--- config.mk ---
export PLATFORM = sky130hd
export DESIGN_NAME = tilemap_scroll_gen
export DESIGN_NICKNAME = d
export VERILOG_FILES = /design/src/rtl/tilemap_pkg.sv /design/src/rtl/tilemap_scroll_regs.sv /design/src/rtl/tilemap_scroll_gen.sv
export SDC_FILE = /design/constraint.sdc
export NUM_CORES = 1
export LEC_CHECK = 0
export BUFFER_PORTS_ARGS = -buffer_cell sky130_fd_sc_hd__buf_2
export CAP_MARGIN = 15
export CORE_UTILIZATION = 59
export DETAILED_ROUTE_END_ITERATION = 16
export HOLD_SLACK_MARGIN = 0.12
export PLACE_DENSITY = 0.81
export SYNTH_ARGS = -nofsm -noshare
export SYNTH_HDL_FRONTEND = slang
export SYNTH_HIERARCHICAL = 1
export SYNTH_SLANG_ARGS = --single-unit
--- constraint.sdc ---
create_clock -name i_EMU_MCLK -period 3.2 [get_ports i_EMU_MCLK]
set_input_delay 0.48 -clock i_EMU_MCLK [delete_from_list [all_inputs] [get_ports i_EMU_MCLK]]
set_output_delay 0.48 -clock i_EMU_MCLK [all_outputs]
set_load 0.005 [all_outputs]
--- src/rtl/tilemap_pkg.sv ---
// Shared loader state encoding, reset scroll values and sizing helpers
// for the tilemap scroll generator.
package tilemap_pkg;

  typedef enum logic [2:0] {
    LD_IDLE,
    LD_HLO,
    LD_HHI,
    LD_VS,
    LD_WAIT_COMMIT
  } load_state_e;

  localparam logic [15:0] HS_RESET = 16'h001F;
  localparam logic [9:0]  VS_RESET = 10'h00F;

  function automatic int layer_bits(input int layers);
    return (layers >= 4) ? 2 : ((layers >= 2) ? 1 : 0);
  endfunction

  function automatic int va_width(input int layers, input int hs_w, input int vs_w);
    return layer_bits(layers) + (vs_w - 3) + (hs_w - 3);
  endfunction

  function automatic int win_size(input int layers);
    return 8 / layers;
  endfunction

endpackage

--- src/rtl/tilemap_scroll_regs.sv ---
// One layer's scroll state: shadow registers filled byte by byte by the
// loader, and active registers that only change on an atomic commit.
module tilemap_scroll_regs
  import tilemap_pkg::*;
#(
  parameter int HS_W = 9,
  parameter int VS_W = 8
) (
  input  logic            clk_i,
  input  logic            rst_ni,
  input  logic            wr_hlo_i,
  input  logic            wr_hhi_i,
  input  logic            wr_vlo_i,
  input  logic            wr_vhi_i,
  input  logic [7:0]      data_i,
  input  logic            commit_i,
  input  logic            discard_i,
  output logic [HS_W-1:0] hs_o,
  output logic [VS_W-1:0] vs_o
);

  localparam logic [HS_W-1:0] HS_LO_MASK = HS_W'(16'h00FF);
  localparam logic [VS_W-1:0] VS_LO_MASK = VS_W'(16'h00FF);

  logic [HS_W-1:0] hs_sh_q, hs_sh_d, hs_act_q, hs_act_d;
  logic [VS_W-1:0] vs_sh_q, vs_sh_d, vs_act_q, vs_act_d;

  // Byte merges are written as masks so that VS_W == 8 needs no special case.
  always_comb begin
    hs_sh_d  = hs_sh_q;
    vs_sh_d  = vs_sh_q;
    hs_act_d = hs_act_q;
    vs_act_d = vs_act_q;
    if (discard_i) begin
      hs_sh_d = hs_act_q;
      vs_sh_d = vs_act_q;
    end else begin
      if (wr_hlo_i) hs_sh_d = (hs_sh_q & ~HS_LO_MASK) | HS_W'(data_i);
      if (wr_hhi_i) hs_sh_d = (hs_sh_q & HS_LO_MASK) | HS_W'({data_i, 8'h00});
      if (wr_vlo_i) vs_sh_d = (vs_sh_q & ~VS_LO_MASK) | VS_W'(data_i);
      if (wr_vhi_i) vs_sh_d = (vs_sh_q & VS_LO_MASK) | VS_W'({data_i, 8'h00});
    end
    if (commit_i) begin
      hs_act_d = hs_sh_q;
      vs_act_d = vs_sh_q;
    end
  end

  always_ff @(posedge clk_i or negedge rst_ni) begin
    if (!rst_ni) begin
      hs_sh_q  <= HS_W'(HS_RESET);
      vs_sh_q  <= VS_W'(VS_RESET);
      hs_act_q <= HS_W'(HS_RESET);
      vs_act_q <= VS_W'(VS_RESET);
    end else begin
      hs_sh_q  <= hs_sh_d;
      vs_sh_q  <= vs_sh_d;
      hs_act_q <= hs_act_d;
      vs_act_q <= vs_act_d;
    end
  end

  assign hs_o = hs_act_q;
  assign vs_o = vs_act_q;

endmodule

--- src/rtl/tilemap_scroll_gen.sv ---
// Tilemap scroll address generator: time-slices the VRAM bus between CPU and
// per-layer tile fetches, and loads per-line scroll values from a byte stream.
module tilemap_scroll_gen
  import tilemap_pkg::*;
#(
  parameter int LAYERS = 2,
  parameter int HS_W   = 9,
  parameter int VS_W   = 8,
  localparam int VA_W  = va_width(LAYERS, HS_W, VS_W),
  localparam int FL_W  = (layer_bits(LAYERS) < 1) ? 1 : layer_bits(LAYERS)
) (
  input  logic              i_EMU_MCLK,
  input  logic              i_EMU_MRST_n,
  input  logic              i_EMU_CLK6MPCEN_n,
  input  logic              i_HFLIP,
  input  logic              i_VFLIP,
  input  logic [HS_W-1:0]   i_HCNT,
  input  logic [VS_W-1:0]   i_VCNT,
  input  logic              i_VCLK,
  input  logic [VA_W-1:0]   i_CPU_ADDR,
  input  logic [7:0]        i_GFXDATA,
  input  logic              i_GFXDATA_VALID,
  output logic [VA_W-1:0]   o_VRAMADDR,
  output logic [2:0]        o_TILELINEADDR,
  output logic [LAYERS-1:0] o_SHIFT_n,
  output logic [FL_W-1:0]   o_FETCH_LAYER,
  output logic              o_FETCH_VALID,
  output logic              o_LOAD_BUSY
);

  localparam int         LB       = layer_bits(LAYERS);
  localparam int         WIN      = win_size(LAYERS);
  localparam logic [2:0] WIN_MASK = 3'(WIN - 1);
  localparam logic [2:0] HALF     = 3'(WIN / 2);
  localparam int         CW       = HS_W - 3;

  logic            ce;
  logic [2:0]      phase, phase_f, slot;
  logic [CW-1:0]   hcnt_hi;
  logic [VS_W-1:0] vcnt_f;
  logic            fetch_half, fetch_start;
  logic [FL_W-1:0] slot_layer;

  assign ce          = ~i_EMU_CLK6MPCEN_n;
  assign phase       = i_HCNT[2:0];
  assign phase_f     = phase ^ {3{i_HFLIP}};
  assign hcnt_hi     = i_HCNT[HS_W-1:3] ^ {CW{i_HFLIP}};
  assign vcnt_f      = i_VCNT ^ {VS_W{i_VFLIP}};
  assign slot        = phase & WIN_MASK;
  assign fetch_half  = (slot >= HALF);
  assign fetch_start = (slot == HALF);
  assign slot_layer  = FL_W'(phase >> (3 - LB));

  load_state_e     state_q, state_d;
  logic [FL_W-1:0] layer_q, layer_d;
  logic            vhi_q, vhi_d;
  logic            vclk_q, vclk_rise;
  logic            wr_hlo, wr_hhi, wr_vlo, wr_vhi, commit, discard;

  assign vclk_rise = i_VCLK & ~vclk_q;

  // A line strobe always wins: it starts a load from IDLE or aborts one in flight.
  always_comb begin
    state_d = state_q;
    layer_d = layer_q;
    vhi_d   = vhi_q;
    wr_hlo  = 1'b0;
    wr_hhi  = 1'b0;
    wr_vlo  = 1'b0;
    wr_vhi  = 1'b0;
    commit  = 1'b0;
    discard = 1'b0;
    if (ce) begin
      if (vclk_rise) begin
        state_d = LD_HLO;
        layer_d = '0;
        vhi_d   = 1'b0;
        discard = (state_q != LD_IDLE);
      end else begin
        case (state_q)
          LD_HLO: if (i_GFXDATA_VALID) begin
            wr_hlo  = 1'b1;
            state_d = LD_HHI;
          end
          LD_HHI: if (i_GFXDATA_VALID) begin
            wr_hhi  = 1'b1;
            state_d = LD_VS;
          end
          LD_VS: if (i_GFXDATA_VALID) begin
            wr_vlo = ~vhi_q;
            wr_vhi = vhi_q;
            if (VS_W > 8 && !vhi_q) begin
              vhi_d = 1'b1;
            end else begin
              vhi_d = 1'b0;
              if (layer_q == FL_W'(LAYERS - 1)) begin
                state_d = LD_WAIT_COMMIT;
              end else begin
                layer_d = layer_q + FL_W'(1);
                state_d = LD_HLO;
              end
            end
          end
          LD_WAIT_COMMIT: if (phase == 3'd7) begin
            commit  = 1'b1;
            state_d = LD_IDLE;
          end
          default: state_d = LD_IDLE;
        endcase
      end
    end
  end

  always_ff @(posedge i_EMU_MCLK or negedge i_EMU_MRST_n) begin
    if (!i_EMU_MRST_n) begin
      state_q <= LD_IDLE;
      layer_q <= '0;
      vhi_q   <= 1'b0;
      vclk_q  <= 1'b0;
    end else if (ce) begin
      state_q <= state_d;
      layer_q <= layer_d;
      vhi_q   <= vhi_d;
      vclk_q  <= i_VCLK;
    end
  end

  logic [HS_W-1:0] hs_act     [LAYERS];
  logic [VS_W-1:0] vs_act     [LAYERS];
  logic [VA_W-1:0] fetch_addr [LAYERS];
  logic [2:0]      line_addr  [LAYERS];

  for (genvar gi = 0; gi < LAYERS; gi++) begin : g_layer
    logic            sel;
    logic [VS_W-1:0] vsum;
    logic [CW-1:0]   col;
    logic [2:0]      shift_ph;

    assign sel = (layer_q == FL_W'(gi));

    tilemap_scroll_regs #(.HS_W(HS_W), .VS_W(VS_W)) u_regs (
      .clk_i     (i_EMU_MCLK),
      .rst_ni    (i_EMU_MRST_n),
      .wr_hlo_i  (wr_hlo & sel),
      .wr_hhi_i  (wr_hhi & sel),
      .wr_vlo_i  (wr_vlo & sel),
      .wr_vhi_i  (wr_vhi & sel),
      .data_i    (i_GFXDATA),
      .commit_i  (commit),
      .discard_i (discard),
      .hs_o      (hs_act[gi]),
      .vs_o      (vs_act[gi])
    );

    assign vsum           = vs_act[gi] + vcnt_f;
    assign col            = hs_act[gi][HS_W-1:3] + hcnt_hi;
    assign line_addr[gi]  = vsum[2:0];
    assign shift_ph       = hs_act[gi][2:0] + phase_f;
    assign o_SHIFT_n[gi]  = (shift_ph != 3'd7);

    if (LB == 0) begin : g_flat
      assign fetch_addr[gi] = {vsum[VS_W-1:3], col};
    end else begin : g_idx
      assign fetch_addr[gi] = {LB'(gi), vsum[VS_W-1:3], col};
    end
  end

  logic [2:0] tileline_q;

  always_ff @(posedge i_EMU_MCLK or negedge i_EMU_MRST_n) begin
    if (!i_EMU_MRST_n) begin
      tileline_q <= '0;
    end else if (ce && fetch_start) begin
      tileline_q <= line_addr[slot_layer];
    end
  end

  assign o_VRAMADDR     = fetch_half ? fetch_addr[slot_layer] : i_CPU_ADDR;
  assign o_TILELINEADDR = tileline_q;
  assign o_FETCH_LAYER  = slot_layer;
  assign o_FETCH_VALID  = fetch_half;
  assign o_LOAD_BUSY    = (state_q != LD_IDLE);

endmodule

* Yosys cells after proc, flatten, opt, wreduce, memory -nomap -nowiden
Index checks and enable logic that the tools add are counted.
Operators by class: add/sub/neg operators 7, magnitude comparators 2, eq/ne operators 14, mux-type cells 54, bitwise logic cells 21, reduce and logical (&&, ||, !) cells 12
Operators with widths (number):
- $mux 9 | 6
- $mux 12 | 4
- $mux 8 | 6
- $mux 1 | 28
- $mux 3 | 9
- $ne 3x3->1 const B | 6
- $or 8x9->9 | 2
- $or 9x8->9 | 2
- $add 8x8->8 | 2
- $add 6x6->6 | 2
- $pmux 3 s4 | 1
- $and 1x1->1 | 9
- $reduce_bool 3->1 | 3
- $reduce_bool 2->1 | 4
- $xor 8x8->8 | 1
- $add 3x3->3 | 2
- $eq 3x2->1 const B | 2
- $eq 3x3->1 const B | 2
- $xor 6x6->6 | 1
- $reduce_and 5->1 | 1
- $ge 2x2->1 const B | 2
- $ne 2x2->1 const B | 2
- $not 1->1 | 4
- $reduce_and 2->1 | 2
- 7 further kinds | 7
Storage, ports and cells: bits in registers 77, input bits 44, logic and storage cells 123

* Logic depth before layout (Yosys ltp)
Gate-level depths: netlist of the first run.
depth after elaboration 9, gate-level depth with buffers 9, depth with buffers taken out 8

* Cells and area by module
Netlist of the first run, hierarchy kept.
By module, submodules not included:
- tilemap_scroll_regs | instances 2, cells an instance 128, area each 1781.7 um^2
- tilemap_scroll_gen | instances 1, cells an instance 211, area each 1788.0 um^2

* Worst setup path after synthesis of the first run
OpenSTA, ideal clock, no wires.
kind input to output, start point in i_HCNT[2], end point out o_VRAMADDR[4], data arrival time 2.373 ns, data required time 2.720 ns, path slack 0.347 ns, cell stages on the path 9, buffers on the path 2, path through buf_4 buf_4 mux2_2 ha_1 fa_1 a21o_1 a21oi_1 xnor2_1 mux2_2
On the way: longest elaborated chain between the ends 5
Ends and longest elaborated chain:
- start, declared | line tilemap_scroll_gen.sv:17 | input logic [HS_W-1:0] i_HCNT,
- $not 1->2 (implied by the code) | line tilemap_scroll_gen.sv:178 | assign o_VRAMADDR = fetch_half ? fetch_addr[slot_layer] : i_CPU_ADDR;
- $mux 12 (implied by the code) (3 in a row) | line tilemap_scroll_gen.sv:178
- $mux 12 | line tilemap_scroll_gen.sv:178
- end, declared | line tilemap_scroll_gen.sv:23 | output logic [VA_W-1:0] o_VRAMADDR,
Every way passes these cells. The select of a mux whose other input is x is not followed.

* Final worst setup path of the first run
start point in i_VFLIP, end point out o_VRAMADDR[9]
On the way: longest elaborated chain between the ends 6
Ends and longest elaborated chain:
- start, declared | line tilemap_scroll_gen.sv:16 | input logic i_VFLIP,
- $xor 8x8->8 * | line tilemap_scroll_gen.sv:48 | assign vcnt_f = i_VCNT ^ {VS_W{i_VFLIP}};
- $add 8x8->8 | line tilemap_scroll_gen.sv:155 | assign vsum = vs_act[gi] + vcnt_f;
- $mux 12 (implied by the code) * (3 in a row) | line tilemap_scroll_gen.sv:178
- $mux 12 * | line tilemap_scroll_gen.sv:178
Mark *: on every way between the ends. The rest lies on a longest branch, timed or not. The select of a mux whose other input is x is not followed.

==> impl_metrics.xml, run 1 <==
<?xml version="1.0" encoding="UTF-8"?>
<metrics>
  <group name="floorplan">
    <metric name="floorplan.initialDensity" unit="%">61.1</metric>
    <metric name="chipWidth" unit="um">97.2</metric>
    <metric name="die_height" unit="um">97.2</metric>
    <metric name="floorplan.die_area" unit="mm2">0.00945</metric>
    <metric name="rows" unit="">34</metric>
    <metric name="floorplan.io_pins" unit="">64</metric>
    <metric name="core-area" unit="mm2">0.00876</metric>
  </group>
  <group name="layout">
    <metric name="mostFrequentLayoutCell" unit="">buf_2</metric>
    <metric name="num_antenna_cells" unit="">0</metric>
    <metric name="final-seq-area" unit="mm2">0.00195</metric>
    <metric name="num-nets-final" unit="">613</metric>
    <metric name="final_cell_mix" unit="">63 x buf_2, 43 x nand2_1, 40 x inv_1, 40 x dfrtp_1, 36 x dfstp_2</metric>
    <metric name="area_growth" unit="%">12.5</metric>
    <metric name="layout_cells_sized_above_1" unit="%">38.3</metric>
    <metric name="multiInputGateArea" unit="mm2">0.00313</metric>
    <metric name="fillers" unit="">627</metric>
  </group>
  <group name="logic_synthesis">
    <metric name="number_of_enable_flip_flop_cells_after_synthesis" unit="">0</metric>
    <metric name="synth.top_cells.by_area" unit="">dfrtp_1 19%, dfstp_2 18%, o311ai_2 9.1%, nand4bb_1 6.7%, mux2_4 5.6%</metric>
    <metric name="syn-instance-count" unit="">467</metric>
    <metric name="ys_seq_area_share" unit="%">36.4</metric>
    <metric name="synth-compound-area-share" unit="%">17.7</metric>
    <metric name="synth_area_leader_cell" unit="">dfrtp_1</metric>
    <metric name="synth_ff_type" unit="">dfrtp_1</metric>
    <metric name="distinct_cells_synth" unit="">52</metric>
    <metric name="synth_async_sr_flop_share" unit="%">100</metric>
    <metric name="synth.top_cell.area_share" unit="%">18.7</metric>
    <metric name="synth_adder_area_share" unit="%">6.78</metric>
    <metric name="ys.warnings.count" unit="">6</metric>
    <metric name="synth.cell_area" unit="mm2">0.00535</metric>
    <metric name="synth_area_per_cell" unit="um2">11.5</metric>
    <metric name="synth_xor_area_share" unit="%">5.87</metric>
    <metric name="ys_seq_elements" unit="">76</metric>
    <metric name="synth.mux.area_fraction" unit="%">12.0</metric>
    <metric name="largest_family_of_logic_cells_by_synthesized_area" unit="">compound AO/OA/AOI/OAI gates</metric>
    <metric name="synth_simple_gate_area_share" unit="%">14.6</metric>
  </group>
  <group name="sta">
    <metric name="grt_setup_unrepaired" unit="">false</metric>
    <metric name="final.setup_skew" unit="ns">0.0111</metric>
    <metric name="worst_rel_slew_slack" unit="%">47.7</metric>
    <metric name="setup-tns-final" unit="ns">0</metric>
    <metric name="tightest_slew" unit="ns">0.782</metric>
    <metric name="finalMaxSlewViolations" unit="">0</metric>
    <metric name="layout_setup_ws" unit="ns">0.209</metric>
    <metric name="final.period_utilization" unit="%">93.5</metric>
    <metric name="report.final.setup_viol" unit="">0</metric>
    <metric name="achievable-frequency" unit="MHz">334</metric>
    <metric name="timing_hold_violations_final" unit="">0</metric>
    <metric name="finalCriticalPeriod" unit="ns">2.99</metric>
  </group>
  <group name="clock_tree">
    <metric name="tritoncts_clock_tree" unit="">done</metric>
    <metric name="postCtsSetupRepairBufs" unit="">0</metric>
    <metric name="worstSkewPairLatency" unit="ns">0.36</metric>
    <metric name="ctsHtreeMaxLevel" unit="">3</metric>
    <metric name="post_cts.resized_instances" unit="">0</metric>
    <metric name="cts_made_buffers" unit="">9</metric>
    <metric name="cts_root_buffer" unit="">clkbuf_8</metric>
    <metric name="postCtsHoldBufs" unit="">0</metric>
    <metric name="cts.sink_count" unit="">76</metric>
    <metric name="clk_path_buf_depth" unit="">2</metric>
    <metric name="cts.clk_slew.worst_paths" unit="ns">0.09</metric>
  </group>
  <group name="setup_path">
    <metric name="chain_of_cells_forming_the_critical_path" unit="">buf_2, xor2_1, ha_1, fa_1, a211oi_1, o21bai_1, a21oi_1, mux2i_1, o221a_2, buf_2</metric>
    <metric name="r2r_end" unit="">g_layer[1].u_regs/vs_sh_q[5]</metric>
    <metric name="crit_path_end_kind" unit="">primary output</metric>
    <metric name="critical_path.startpoint_type" unit="">primary input</metric>
    <metric name="critical_path.max_fanout" unit="">3</metric>
    <metric name="rrSetupSlack" unit="ns">0.96</metric>
    <metric name="regToRegStartpoint" unit="">state_q[2]</metric>
    <metric name="worst-setup-path-type" unit="">in2out</metric>
    <metric name="cp.arrival" unit="ns">2.51</metric>
    <metric name="crit_path_frequent_cell" unit="">buf_2</metric>
    <metric name="required" unit="ns">2.72</metric>
    <metric name="cell_with_the_biggest_individual_delay_on_the_critical_path" unit="">fa_1</metric>
    <metric name="reg2regPathDepth" unit="">6</metric>
    <metric name="cpPeakStageDelay" unit="ns">0.42</metric>
  </group>
  <group name="placed_design">
    <metric name="detailedPlace.worstSlack" unit="ns">0.227</metric>
    <metric name="finalWeightedCongestion" unit="">0.879</metric>
    <metric name="dp.final_hpwl" unit="um">8480</metric>
    <metric name="io_port_bufs" unit="">63</metric>
  </group>
  <group name="route">
    <metric name="average_via_count_per_standard_cell" unit="">5.89</metric>
    <metric name="wire_per_inst" unit="um">18.3</metric>
    <metric name="drcViolationCount" unit="">0</metric>
    <metric name="drtPass1Iterations" unit="">4</metric>
    <metric name="drt.antenna.violating_nets" unit="">0</metric>
    <metric name="detailroute.via_count" unit="">3862</metric>
    <metric name="routed_wl" unit="um">12000</metric>
    <metric name="detailedRoute.firstIterationViolations" unit="">169</metric>
  </group>
  <group name="hold_path">
    <metric name="min-delay-path-class" unit="">in2async</metric>
  </group>
  <group name="power">
    <metric name="power.ir.vdd_worst" unit="V">0.000425</metric>
    <metric name="p_leak" unit="nW">2.61</metric>
    <metric name="power_density" unit="mW/mm2">470</metric>
  </group>
  <group name="outcome">
    <metric name="outcome" unit="">completed</metric>
  </group>
  <group name="global_route">
    <metric name="grt_pass1_wl" unit="um">19900</metric>
    <metric name="global_route.overflow_total" unit="">0</metric>
    <metric name="grt_max_degree" unit="">53</metric>
    <metric name="grt.total_usage" unit="%">26.6</metric>
    <metric name="grt_pass1_vias" unit="">3992</metric>
    <metric name="antenna_found_initial" unit="">0</metric>
  </group>
  <group name="job">
    <metric name="drv_cap" unit="">0</metric>
  </group>
</metrics>
layer usage:
layer / vias to the layer above / part of all wire (%) / GRT usage [%]
li1: 1839 / - / -
met1: 1901 / 47 / 37.2
met2: 110 / 46 / 41.3
met3: 12 / 5.7 / 5.54
met4: 0 / 1.3 / 9.05
met5: - / 0 / 0
sequential cells by signal, summed over array words and instances, names as in the netlist:
name / flops
g_layer.u_regs/hs_o: 18
g_layer.u_regs/hs_sh_q: 18
g_layer.u_regs/vs_sh_q: 16
o_TILELINEADDR: 3
g_layer.u_regs/vs_o: 16
g_layer.sel: 1
vclk_q: 1
state_q: 3
how the worst max path moves through the flow:
stage / startpoint / endpoint / slack (ns) / cells after the start
floorplan: i_HCNT[2] / o_VRAMADDR[4] / 0.35 / 9
global placement: i_VFLIP / o_VRAMADDR[9] / 0.26 / 10
detailed placement: i_VFLIP / o_VRAMADDR[9] / 0.23 / 10
CTS: i_VFLIP / o_VRAMADDR[9] / 0.21 / 10
global route: i_VFLIP / o_VRAMADDR[10] / 0.08 / 9
finish: i_VFLIP / o_VRAMADDR[9] / 0.21 / 10
kinds of logic after synthesis:
family                     after synthesis
xor gates and xnor gates                35
AOI/OAI and AO/OA                       96
adders and majority gates               26
buffers and inverters                   65
and+or+nand+nor                        117
muxes                                   51
DFF                                     76
other                                    1
synthesized netlist by cell type (2+ instances only):
cell type,number
nor3_1,4
buf_6,10
nand4_1,2
nand3b_1,3
a21o_1,7
nand3_1,5
buf_2,6
ha_1,21
inv_1,40
mux2_2,24
mux2_4,20
o21ai_1,2
o21ai_0,12
a21oi_1,18
nand2_1,43
buf_4,8
fa_1,5
and2b_4,4
xor2_1,18
o311ai_2,30
a31oi_1,4
mux2i_1,7
xnor2_1,16
dfrtp_1,40
o221ai_1,2
and3_1,4
o21bai_1,3
nand4bb_1,32
nor2_1,10
a211oi_1,8
o311ai_4,2
nor2b_1,2
dfstp_2,36
metrics by stage:
| stage | std cells | total power, mW | utilization (%) | hold WS, ns | area [um2] |
|---|---|---|---|---|---|
| finish | 656 | 2.83 | 68.7 | 0.123 | 6020 |
| global route | 656 | 2.97 | 68.7 | 0.154 | 6020 |
| CTS | 656 | 2.83 | 68.7 | 0.143 | 6020 |
| detailed placement | 640 | 1.96 | 65.9 | 0.495 | 5780 |
| global placement | 640 | 1.92 | 65.9 | 0.484 | 5780 |
| floorplan | 484 | 1.76 | - | 0.184 | 5420 |
where the power goes:
part	switching, mW	leakage, nW	internal, mW
logic	0.375	1.58	0.333
registers	0.0990	0.910	1.14
clock network	0.387	0.118	0.492
worst max-delay path, delay by kind of cell:
family	cells	cell delay (ns)
multiplexers	1	0.22
AO/OA/AOI/OAI	4	0.76
buffers and inverters	2	0.22
adder cells (fa/ha/maj)	2	0.64
XOR/XNOR	1	0.18
layout make-up:
type                       count  area share, %
clock buffer                  10           2.47
clock inverter                 6           1.56
inverter                      40           2.49
multi-input combinational    343           52.0
sequential                    76           32.3
tap                          108           2.24
timing repair buffer          73           6.90
No activity file was read; power rests on OpenSTA's default activity.
==> run 2: changes to the inputs <==
--- a/config.mk
+++ b/config.mk
@@ -5,12 +5,11 @@
 export SDC_FILE = /design/constraint.sdc
 export NUM_CORES = 1
 export LEC_CHECK = 0
-export BUFFER_PORTS_ARGS = -buffer_cell sky130_fd_sc_hd__buf_2
 export CAP_MARGIN = 15
-export CORE_UTILIZATION = 59
+export CORE_UTILIZATION = 50
 export DETAILED_ROUTE_END_ITERATION = 16
+export DONT_BUFFER_PORTS = 1
 export HOLD_SLACK_MARGIN = 0.12
-export PLACE_DENSITY = 0.81
 export SYNTH_ARGS = -nofsm -noshare
 export SYNTH_HDL_FRONTEND = slang
 export SYNTH_HIERARCHICAL = 1
==> constraint.sdc (replaced) <==
create_clock -name i_EMU_MCLK -period 3.8 [get_ports i_EMU_MCLK]
set_input_delay 0.57 -clock i_EMU_MCLK [delete_from_list [all_inputs] [get_ports i_EMU_MCLK]]
set_output_delay 0.57 -clock i_EMU_MCLK [all_outputs]
set_load 0.005 [all_outputs]
==> impl_metrics.xml, run 2 (synthesis gave the netlist of run 1 again) <==
<?xml version="1.0" encoding="UTF-8"?>
<metrics>
  <group name="sta">
    <metric name="finalCriticalPeriod" unit="ns">2.98</metric>
    <metric name="final.setup_skew" unit="ns">0.00944</metric>
    <metric name="worst_rel_slew_slack" unit="%">45.2</metric>
    <metric name="setup-tns-final" unit="ns">0</metric>
    <metric name="achievable-frequency" unit="MHz">335</metric>
    <metric name="tightest_slew" unit="ns">0.820</metric>
    <metric name="finalMaxSlewViolations" unit="">0</metric>
    <metric name="timing_hold_violations_final" unit="">0</metric>
    <metric name="grt_setup_unrepaired" unit="">false</metric>
    <metric name="final.hold.worst_slack" unit="ns">0.375</metric>
    <metric name="report.final.setup_viol" unit="">0</metric>
    <metric name="final.period_utilization" unit="%">78.5</metric>
  </group>
  <group name="setup_path">
    <metric name="worst-setup-path-type" unit="">reg2out</metric>
    <metric name="cp.arrival" unit="ns">2.41</metric>
    <metric name="required" unit="ns">3.23</metric>
    <metric name="reg2regPathDepth" unit="">4</metric>
    <metric name="critical_path.max_fanout" unit="">3</metric>
    <metric name="critical_path.startpoint_type" unit="">flip-flop</metric>
    <metric name="crit_path_end_kind" unit="">primary output</metric>
    <metric name="rrSetupSlack" unit="ns">1.53</metric>
  </group>
  <group name="clock_tree">
    <metric name="tritoncts_clock_tree" unit="">done</metric>
    <metric name="ctsHtreeMaxLevel" unit="">3</metric>
    <metric name="cts_made_buffers" unit="">9</metric>
    <metric name="postCtsHoldBufs" unit="">2</metric>
    <metric name="worstSkewPairLatency" unit="ns">0.34</metric>
    <metric name="clk_path_buf_depth" unit="">2</metric>
    <metric name="post_cts.resized_instances" unit="">0</metric>
    <metric name="cts_root_buffer" unit="">clkbuf_8</metric>
    <metric name="cts.sink_count" unit="">76</metric>
    <metric name="postCtsSetupRepairBufs" unit="">0</metric>
    <metric name="cts.clk_slew.worst_paths" unit="ns">0.07</metric>
  </group>
  <group name="floorplan">
    <metric name="core-area" unit="mm2">0.0104</metric>
    <metric name="floorplan.initialDensity" unit="%">51.6</metric>
    <metric name="rows" unit="">37</metric>
    <metric name="die_height" unit="um">105</metric>
    <metric name="floorplan.die_area" unit="mm2">0.0111</metric>
    <metric name="floorplan.io_pins" unit="">64</metric>
    <metric name="chipWidth" unit="um">105</metric>
  </group>
  <group name="power">
    <metric name="combPwrFrac" unit="%">24.5</metric>
    <metric name="power.ir.vdd_worst" unit="V">0.000232</metric>
    <metric name="net_sw_share" unit="%">30.3</metric>
    <metric name="seq_power_share" unit="%">50.0</metric>
    <metric name="p_int" unit="mW">1.46</metric>
    <metric name="pwr-share-clk" unit="%">25.6</metric>
    <metric name="switching_power" unit="uW">634</metric>
    <metric name="post-layout-total-power" unit="mW">2.09</metric>
    <metric name="p_leak" unit="nW">2.31</metric>
    <metric name="power_density" unit="mW/mm2">372</metric>
  </group>
  <group name="layout">
    <metric name="final_cell_mix" unit="">43 x nand2_1, 40 x inv_1, 40 x dfrtp_1</metric>
    <metric name="num_antenna_cells" unit="">0</metric>
    <metric name="layout_cells_sized_above_1" unit="%">28.4</metric>
    <metric name="mostFrequentLayoutCell" unit="">nand2_1</metric>
    <metric name="area_growth" unit="%">5.33</metric>
    <metric name="num-nets-final" unit="">544</metric>
  </group>
  <group name="hold_path">
    <metric name="worst_hold_path.num_cells" unit="">1</metric>
    <metric name="min-delay-path-class" unit="">in2reg</metric>
  </group>
  <group name="outcome">
    <metric name="outcome" unit="">completed</metric>
  </group>
  <group name="route">
    <metric name="drt.antenna.violating_nets" unit="">0</metric>
    <metric name="wire_per_inst" unit="um">18.9</metric>
    <metric name="drtPass1Iterations" unit="">4</metric>
    <metric name="routed_wl" unit="um">11600</metric>
    <metric name="drcViolationCount" unit="">0</metric>
    <metric name="average_via_count_per_standard_cell" unit="">5.73</metric>
    <metric name="detailroute.via_count" unit="">3521</metric>
    <metric name="detailedRoute.firstIterationViolations" unit="">185</metric>
  </group>
  <group name="global_route">
    <metric name="antenna_found_initial" unit="">0</metric>
    <metric name="grt.total_usage" unit="%">22.5</metric>
    <metric name="grt_max_degree" unit="">91</metric>
    <metric name="global_route.overflow_total" unit="">0</metric>
    <metric name="grt_pass1_wl" unit="um">19200</metric>
    <metric name="grt_pass1_vias" unit="">3648</metric>
  </group>
  <group name="placed_design">
    <metric name="io_port_bufs" unit="">0</metric>
    <metric name="finalWeightedCongestion" unit="">0.860</metric>
    <metric name="dp.final_hpwl" unit="um">8230</metric>
  </group>
  <group name="job">
    <metric name="drv_cap" unit="">0</metric>
  </group>
</metrics>
==> run 2: cell types whose count changed in the layout (fill, tap and decap cells not counted), moves of 2 or more <==
cell       delta
clkinv_2      +2
buf_4         -8
clkinv_4      -2
bufinv_16     -2
clkbuf_1      +4
buf_2        -63
==> run 2: power by group through the flow <==
| stage | registers, mW | logic, mW | clock network (mW) |
|---|---|---|---|
| finish | 1.05 | 0.513 | 0.535 |
| detailed placement | 1.06 | 0.493 | 0 |
| global route | 1.07 | 0.569 | 0.588 |
| CTS | 1.05 | 0.519 | 0.557 |
| floorplan | 1.03 | 0.453 | 0 |
| global placement | 1.05 | 0.483 | 0 |
==> run 2: stage by stage <==
step	cell area [um2]	setup slack (ns)	util, %	std cells
final	5640	0.817	54.4	615
after global routing	5640	0.670	54.4	615
after CTS	5640	0.776	54.4	615
after detailed placement	5440	0.848	52.4	597
after global placement	5440	0.848	52.4	597
after floorplan	5420	0.767	-	484
==> run 2: critical path, cell delays in order, from the launching register on <==
cell,delay (ns)
dfstp_2,0.39
ha_1,0.23
fa_1,0.44
a211oi_1,0.26
o21bai_1,0.11
a21oi_1,0.21
mux2i_1,0.22
o221a_2,0.20
==> run 2: layout make-up <==
class	count	area, um2
inverter	40	150
multi-input combinational	343	3130
clock buffer	14	153
sequential	76	1950
timing repair buffer	4	77.6
clock inverter	2	10.0
fill	940	4730
tap	136	170
==> run 2: path summary, 6_finish.rpt <==
| path | from | end |
|---|---|---|
| max in group asynchronous | i_EMU_MRST_n | g_layer[1].u_regs/vs_sh_q[3] |
| worst min register to register | g_layer[0].u_regs/hs_sh_q[8] | g_layer[0].u_regs/hs_o[8] |
| min in group asynchronous | i_EMU_MRST_n | state_q[1] |
| worst max register to register | state_q[1] | g_layer[1].u_regs/hs_o[8] |
| worst min-delay path | i_VCLK | vclk_q |
| worst max-delay path | g_layer[0].u_regs/vs_o[0] | o_VRAMADDR[9] |
==> run 2: per-layer routing <==
| layer | GRT usage [%] | wire length, um |
|---|---|---|
| met4 | 4.83 | 75 |
| met2 | 34.4 | 5180 |
| met3 | 5.38 | 565 |
| met1 | 32.3 | 5800 |
| met5 | 0 | 0 |
